`src/rtl/aes128_sbox_scheduler.sv`:
```
// Time-shares NUM_SBOX Rijndael S-boxes between a 128-bit SubBytes job and a
// 32-bit SubWord job, round-robin arbitrated, one job in flight at a time.

module aes128_rijndael_sbox (
  input  logic [7:0] i_byte,
  output logic [7:0] o_byte
);

  function automatic logic [7:0] gf_mul(input logic [7:0] a, input logic [7:0] b);
    logic [7:0] p;
    logic [7:0] aa;
    p  = 8'h00;
    aa = a;
    for (int k = 0; k < 8; k++) begin
      if (b[k]) p = p ^ aa;
      aa = {aa[6:0], 1'b0} ^ (aa[7] ? 8'h1b : 8'h00);
    end
    return p;
  endfunction

  logic [7:0] w_x2, w_x3, w_x6, w_x12, w_x14, w_x15;
  logic [7:0] w_x30, w_x60, w_x120, w_x240, w_x252, w_inv;

  // Multiplicative inverse as x^254 (maps 0 to 0 without a special case)
  assign w_x2   = gf_mul(i_byte, i_byte);
  assign w_x3   = gf_mul(w_x2, i_byte);
  assign w_x6   = gf_mul(w_x3, w_x3);
  assign w_x12  = gf_mul(w_x6, w_x6);
  assign w_x14  = gf_mul(w_x12, w_x2);
  assign w_x15  = gf_mul(w_x14, i_byte);
  assign w_x30  = gf_mul(w_x15, w_x15);
  assign w_x60  = gf_mul(w_x30, w_x30);
  assign w_x120 = gf_mul(w_x60, w_x60);
  assign w_x240 = gf_mul(w_x120, w_x120);
  assign w_x252 = gf_mul(w_x240, w_x12);
  assign w_inv  = gf_mul(w_x252, w_x2);

  assign o_byte = w_inv
                ^ {w_inv[6:0], w_inv[7]}
                ^ {w_inv[5:0], w_inv[7:6]}
                ^ {w_inv[4:0], w_inv[7:5]}
                ^ {w_inv[3:0], w_inv[7:4]}
                ^ 8'h63;

endmodule

module aes128_sbox_scheduler #(
  parameter int NUM_SBOX = 1
) (
  input  logic         clk,
  input  logic         rst_n,
  input  logic         state_req_i,
  input  logic [127:0] state_data_i,
  output logic         state_done_o,
  output logic [127:0] state_data_o,
  input  logic         key_req_i,
  input  logic [31:0]  key_data_i,
  output logic         key_done_o,
  output logic [31:0]  key_data_o,
  output logic         busy_o
);

  localparam int SB = 8 * NUM_SBOX;
  localparam int CW = (16 / NUM_SBOX > 2) ? $clog2(16 / NUM_SBOX) : 1;
  localparam logic [CW-1:0] ST_LAST  = CW'(16 / NUM_SBOX - 1);
  localparam logic [CW-1:0] KEY_LAST = CW'(4 / NUM_SBOX - 1);

  generate
    if (NUM_SBOX != 1 && NUM_SBOX != 2 && NUM_SBOX != 4) begin : g_bad_param
      $error("aes128_sbox_scheduler: NUM_SBOX must be 1, 2 or 4");
    end
  endgenerate

  typedef enum logic [1:0] {
    S_IDLE = 2'd0,
    S_RUN  = 2'd1,
    S_DONE = 2'd2
  } state_t;

  state_t          r_state;
  state_t          w_state_next;
  logic            r_gnt_key;
  logic            r_rr_ptr;
  logic [CW-1:0]   r_cnt;
  logic [127:0]    r_work;
  logic [127-SB:0] r_res;
  logic [127:0]    r_state_data;
  logic [31:0]     r_key_data;

  logic            w_any_req;
  logic            w_grant_key;
  logic            w_last;
  logic [SB-1:0]   w_sb_out;
  logic [127:0]    w_res_next;

  assign w_any_req   = state_req_i | key_req_i;
  assign w_grant_key = key_req_i & (~state_req_i | r_rr_ptr);
  assign w_last      = (r_cnt == (r_gnt_key ? KEY_LAST : ST_LAST));

  // Work reg shifts right each beat; results enter from the top so byte order
  // lands correctly after the last beat (key result ends up in the top word).
  assign w_res_next  = {w_sb_out, r_res};

  genvar gi;
  generate
    for (gi = 0; gi < NUM_SBOX; gi++) begin : g_sbox
      aes128_rijndael_sbox u_sbox (
        .i_byte (r_work[8*gi +: 8]),
        .o_byte (w_sb_out[8*gi +: 8])
      );
    end
  endgenerate

  always_ff @(posedge clk or negedge rst_n) begin
    if (!rst_n) r_state <= S_IDLE;
    else        r_state <= w_state_next;
  end

  always_comb begin
    w_state_next = r_state;
    case (r_state)
      S_IDLE:  if (w_any_req) w_state_next = S_RUN;
      S_RUN:   if (w_last) w_state_next = S_DONE;
      S_DONE:  w_state_next = S_IDLE;
      default: w_state_next = S_IDLE;
    endcase
  end

  always_comb begin
    busy_o       = 1'b0;
    state_done_o = 1'b0;
    key_done_o   = 1'b0;
    if (r_state != S_IDLE) busy_o = 1'b1;
    if (r_state == S_DONE) begin
      state_done_o = ~r_gnt_key;
      key_done_o   = r_gnt_key;
    end
  end

  always_ff @(posedge clk or negedge rst_n) begin
    if (!rst_n) begin
      r_gnt_key    <= 1'b0;
      r_rr_ptr     <= 1'b0;
      r_cnt        <= '0;
      r_work       <= '0;
      r_res        <= '0;
      r_state_data <= '0;
      r_key_data   <= '0;
    end else begin
      case (r_state)
        S_IDLE: begin
          if (w_any_req) begin
            r_gnt_key <= w_grant_key;
            r_rr_ptr  <= ~w_grant_key;
            r_work    <= w_grant_key ? {96'd0, key_data_i} : state_data_i;
            r_cnt     <= '0;
          end
        end
        S_RUN: begin
          r_work <= {{SB{1'b0}}, r_work[127:SB]};
          r_res  <= w_res_next[127:SB];
          if (w_last) begin
            if (r_gnt_key) r_key_data   <= w_res_next[127:96];
            else           r_state_data <= w_res_next;
          end else begin
            r_cnt <= r_cnt + CW'(1);
          end
        end
        default: ;
      endcase
    end
  end

  assign state_data_o = r_state_data;
  assign key_data_o   = r_key_data;

endmodule
```
`config.mk`:
```
export PLATFORM = sky130hd
export DESIGN_NAME = aes128_sbox_scheduler
export DESIGN_NICKNAME = d
export VERILOG_FILES = /design/src/rtl/aes128_sbox_scheduler.sv
export SDC_FILE = /design/constraint.sdc
export NUM_CORES = 1
export LEC_CHECK = 0
export ABC_AREA = 1
export CORE_ASPECT_RATIO = 0.6
export CORE_MARGIN = 3
export CORE_UTILIZATION = 56
export DETAILED_ROUTE_END_ITERATION = 8
export PLACE_DENSITY = 0.86
export SYNTH_ARGS = -nofsm -noshare
export SYNTH_HDL_FRONTEND = slang
export SYNTH_SLANG_ARGS = --single-unit
```
`constraint.sdc`:
```
create_clock -name clk -period 22 [get_ports clk]
set_input_delay 4.4 -clock clk [delete_from_list [all_inputs] [get_ports clk]]
set_output_delay 4.4 -clock clk [all_outputs]
set_load 0.01 [all_outputs]
```
==> results.md, run 1 <==
- Setup Crit Path Kind: flop to flop
- Largest family of logic cells by synthesized area: simple AND/OR/NAND/NOR gates
- Syn_area_per_cell: 6.212 sq um
- Initial antenna violation count: 3
- Clock sinks: 416
- Ys async rst share: 1.000
- Adder-cell share of the synthesized area: 0.002684
- Max-Cap Viols: 0
- Detailed-router iteration count before antenna repair: 6
- Synth Area in Compound Gates: 0.05338
- Hold Buf Count CTS: 0
- CP required: 22.39 ns
- Synth unique cells: 55
- Area Growth Syn to Fin: 12.28%
- Cts repair resizes: 0
- CTS Root Cell: clkbuf_16
- Final-report setup violation count: 0
- Top area cells in the synthesized netlist: dfrtp_1, nand2_1, nand3_1
- Worst path slowest cell: xor2_2
- Vias in the first global route: 35780
- Final #Nets: 6375
- Pins Over Slew Limit: 0
- # DRC: 0
- Most repeated library cell on the critical path: nand2_1
- Row count: 72
- Skew-Pair Late Insertion Delay: 0.58 ns
- Ys Warns: 0
- Clock-pin slew on the worst setup and hold paths: 0.08 ns
- ANT nets after route: 0
- Xor/xnor share of the synthesized area: 0.01795
- Crit-path max FO: 29
- Initial Utilization: 0.5726
- DP HPWL: 94.03 mm
- Total track usage: 0.3436
- Worst R2R Setup Slack: 1.56 ns
- Die Y: 205.9 um
- Post-Synthesis Cell Area: 37290 sq um
- Tmin final: 20.44 ns
- Register bit count reported by yosys: 416
- Grt ovf: 0
- Routability cong.: 1.067
- Clk_skew: 0.04148 ns
- IO buf count: 326
- Register area share after synthesis: 0.2791
- Area fraction of the dominant cell type after synthesis: 0.2791
- Fill cell instance count of the final layout: 5729
- Share of layout cells above drive strength 1: 0.1290
- Core box area: 65130 sq um
- Vias per cell: 5.693
- Worst hold margin: 0.4767 ns
- Cell with the most instances after synthesis: nand2_1
- Syn nets: 6175
- Measured slew at the worst slew-check pin: 1.018 ns
- Tightest Hold Check Type: flop to flop
- Period utilisation layout: 0.9290
- CTS Buf Count: 36
- Cell count after synthesis: 6003
- Commonest cells in the netlist: nand2_1, nand3_1, inv_1, dfrtp_1, nand2_2
- Placed cells: 7053
- Routed via count: 40540
- Design area: 41870 sq um
- RSZ-0062 raised after global routing: no
- Simple logic cell fraction of the synthesized area: 0.5289
- Largest net degree at the start of global routing: 173
- Io pins: 327
- Final hold vios: 0
- Wirelength per Cell: 17.43 um
- Post-synth EDFFs: 0
- Fmax: 48.93 MHz
- Setup crit start kind: flop
- 1st-iter DRT viols: 5053
- Ys flop type: dfrtp_1
- HP Start: r_res[5]
- Post-Place Cell Area: 40690 sq um
- Status: finished clean
- Non-Filler Instances: 7121
- Die Footprint: 69830 sq um
- H-tree lvl count: 2
- Endpoint type of the worst setup path: flop
- Arrival time at the worst endpoint: 20.83 ns
- Fin Setup TNS: 0 ns
- Critical path launch point: r_work[3]
- Largest area contributor in the netlist: dfrtp_1
- Mux contribution to synthesized area: 0.008589
- Clock Path Buffers: 3
- Die X: 339.2 um
- Routed WL: 124.1 mm
- First-pass GRT wire length: 194.0 mm
- Headroom to the max-slew limit: 0.3185
- CTS tree: done
- R2R Path Start: r_work[3]
- # Post-CTS Setup Buffers: 0
- CP max stage delay: 0.59 ns
## registers in the layout, indices dropped and copies added (netlist names)
signal / cells
state_data_o: 128
key_data_o: 32
r_work: 128
r_cnt: 4
r_gnt_key: 1
r_rr_ptr: 1
r_state: 2
r_res: 120
## critical path, delay by kind of cell (launching register included)
| kind | cells | cell delay (ns) |
|---|---|---|
| simple gates | 94 | 12.41 |
| buf+inv | 20 | 3.56 |
| fa+ha+maj | 6 | 2.33 |
| xor+xnor | 5 | 1.45 |
| flops | 1 | 0.32 |
| compound gates | 1 | 0.10 |
## metal layers
metal  wire length, um  global-route usage
met1             54960              0.5153
met2             47560              0.4607
met3             17610              0.1176
met4              3957             0.09701
met5                13                   0
## cells by family (layout without fill, tap and decap cells)
| kind of cell | Yosys count | in the layout |
|---|---|---|
| flops | 416 | 416 |
| fa+ha+maj | 8 | 8 |
| other cells | 0 | 2 |
| compound gates | 339 | 339 |
| xor+xnor | 70 | 70 |
| buf+inv | 920 | 1148 |
| simple gates | 4218 | 4218 |
| mux | 32 | 32 |
## final timing paths
path,to,cells past startpoint
setup / recovery,r_res[115],126
hold / removal,state_data_o[5],2
setup reg to reg,r_res[115],126
hold reg to reg,state_data_o[5],2
max in group asynchronous,r_work[56],4
min in group asynchronous,key_data_o[6],1
## final cells by class
type | count | area [sq um] | share of cell area
inverter | 733 | 2874 | 0.06864
clock buffer | 50 | 993.5 | 0.02373
tap | 888 | 1111 | 0.02654
sequential | 416 | 10410 | 0.2486
clock inverter | 16 | 177.7 | 0.004243
multi-input combinational | 4667 | 22850 | 0.5456
timing repair buffer | 349 | 3453 | 0.08248
antenna | 2 | 5.005 | 0.0001195
## placed cells by master (no fill, tap or decap), types with 10 or more instances in the layout
master,n
nand3b_1,26
nand2_1,2500
a21oi_1,31
nand2_2,294
inv_2,126
nand3_4,11
clkbuf_16,36
o21ai_1,25
nand4_1,43
clkinv_1,27
buf_4,22
nand3_1,894
nand3_2,93
nor2_2,24
o211ai_1,29
clkinv_2,11
inv_1,546
xor2_1,36
nand2_4,90
o221ai_1,38
clkbuf_1,10
dfrtp_1,416
clkdlybuf4s50_1,325
mux2i_1,32
inv_4,21
nand2_8,14
xnor2_1,28
o21ai_0,191
nor2_1,199
nor2_4,11
or2_2,10
## through the flow
step           setup WS (ns)  utilization
2_1_floorplan          7.068            -
4_1_cts                2.095       0.6427
3_3_place_gp           2.662       0.6247
5_1_grt              0.02379       0.6428
3_5_place_dp           2.211       0.6247
6_report               1.561       0.6428
Power of run 1 is not shown: default switching activity piles up to over one toggle a cycle in this logic, so the estimate is an artifact.
==> run 2: changes to the inputs <==
--- a/config.mk
+++ b/config.mk
@@ -10,6 +10,7 @@
 export CORE_MARGIN = 3
 export CORE_UTILIZATION = 56
 export DETAILED_ROUTE_END_ITERATION = 8
+export HOLD_SLACK_MARGIN = 0.03
 export PLACE_DENSITY = 0.86
 export SYNTH_ARGS = -nofsm -noshare
 export SYNTH_HDL_FRONTEND = slang
==> results of run 2 <==
Same layout as run 1: the final DEF is identical, and so are final timing and power.
Power of run 2 is left out for the same reason.
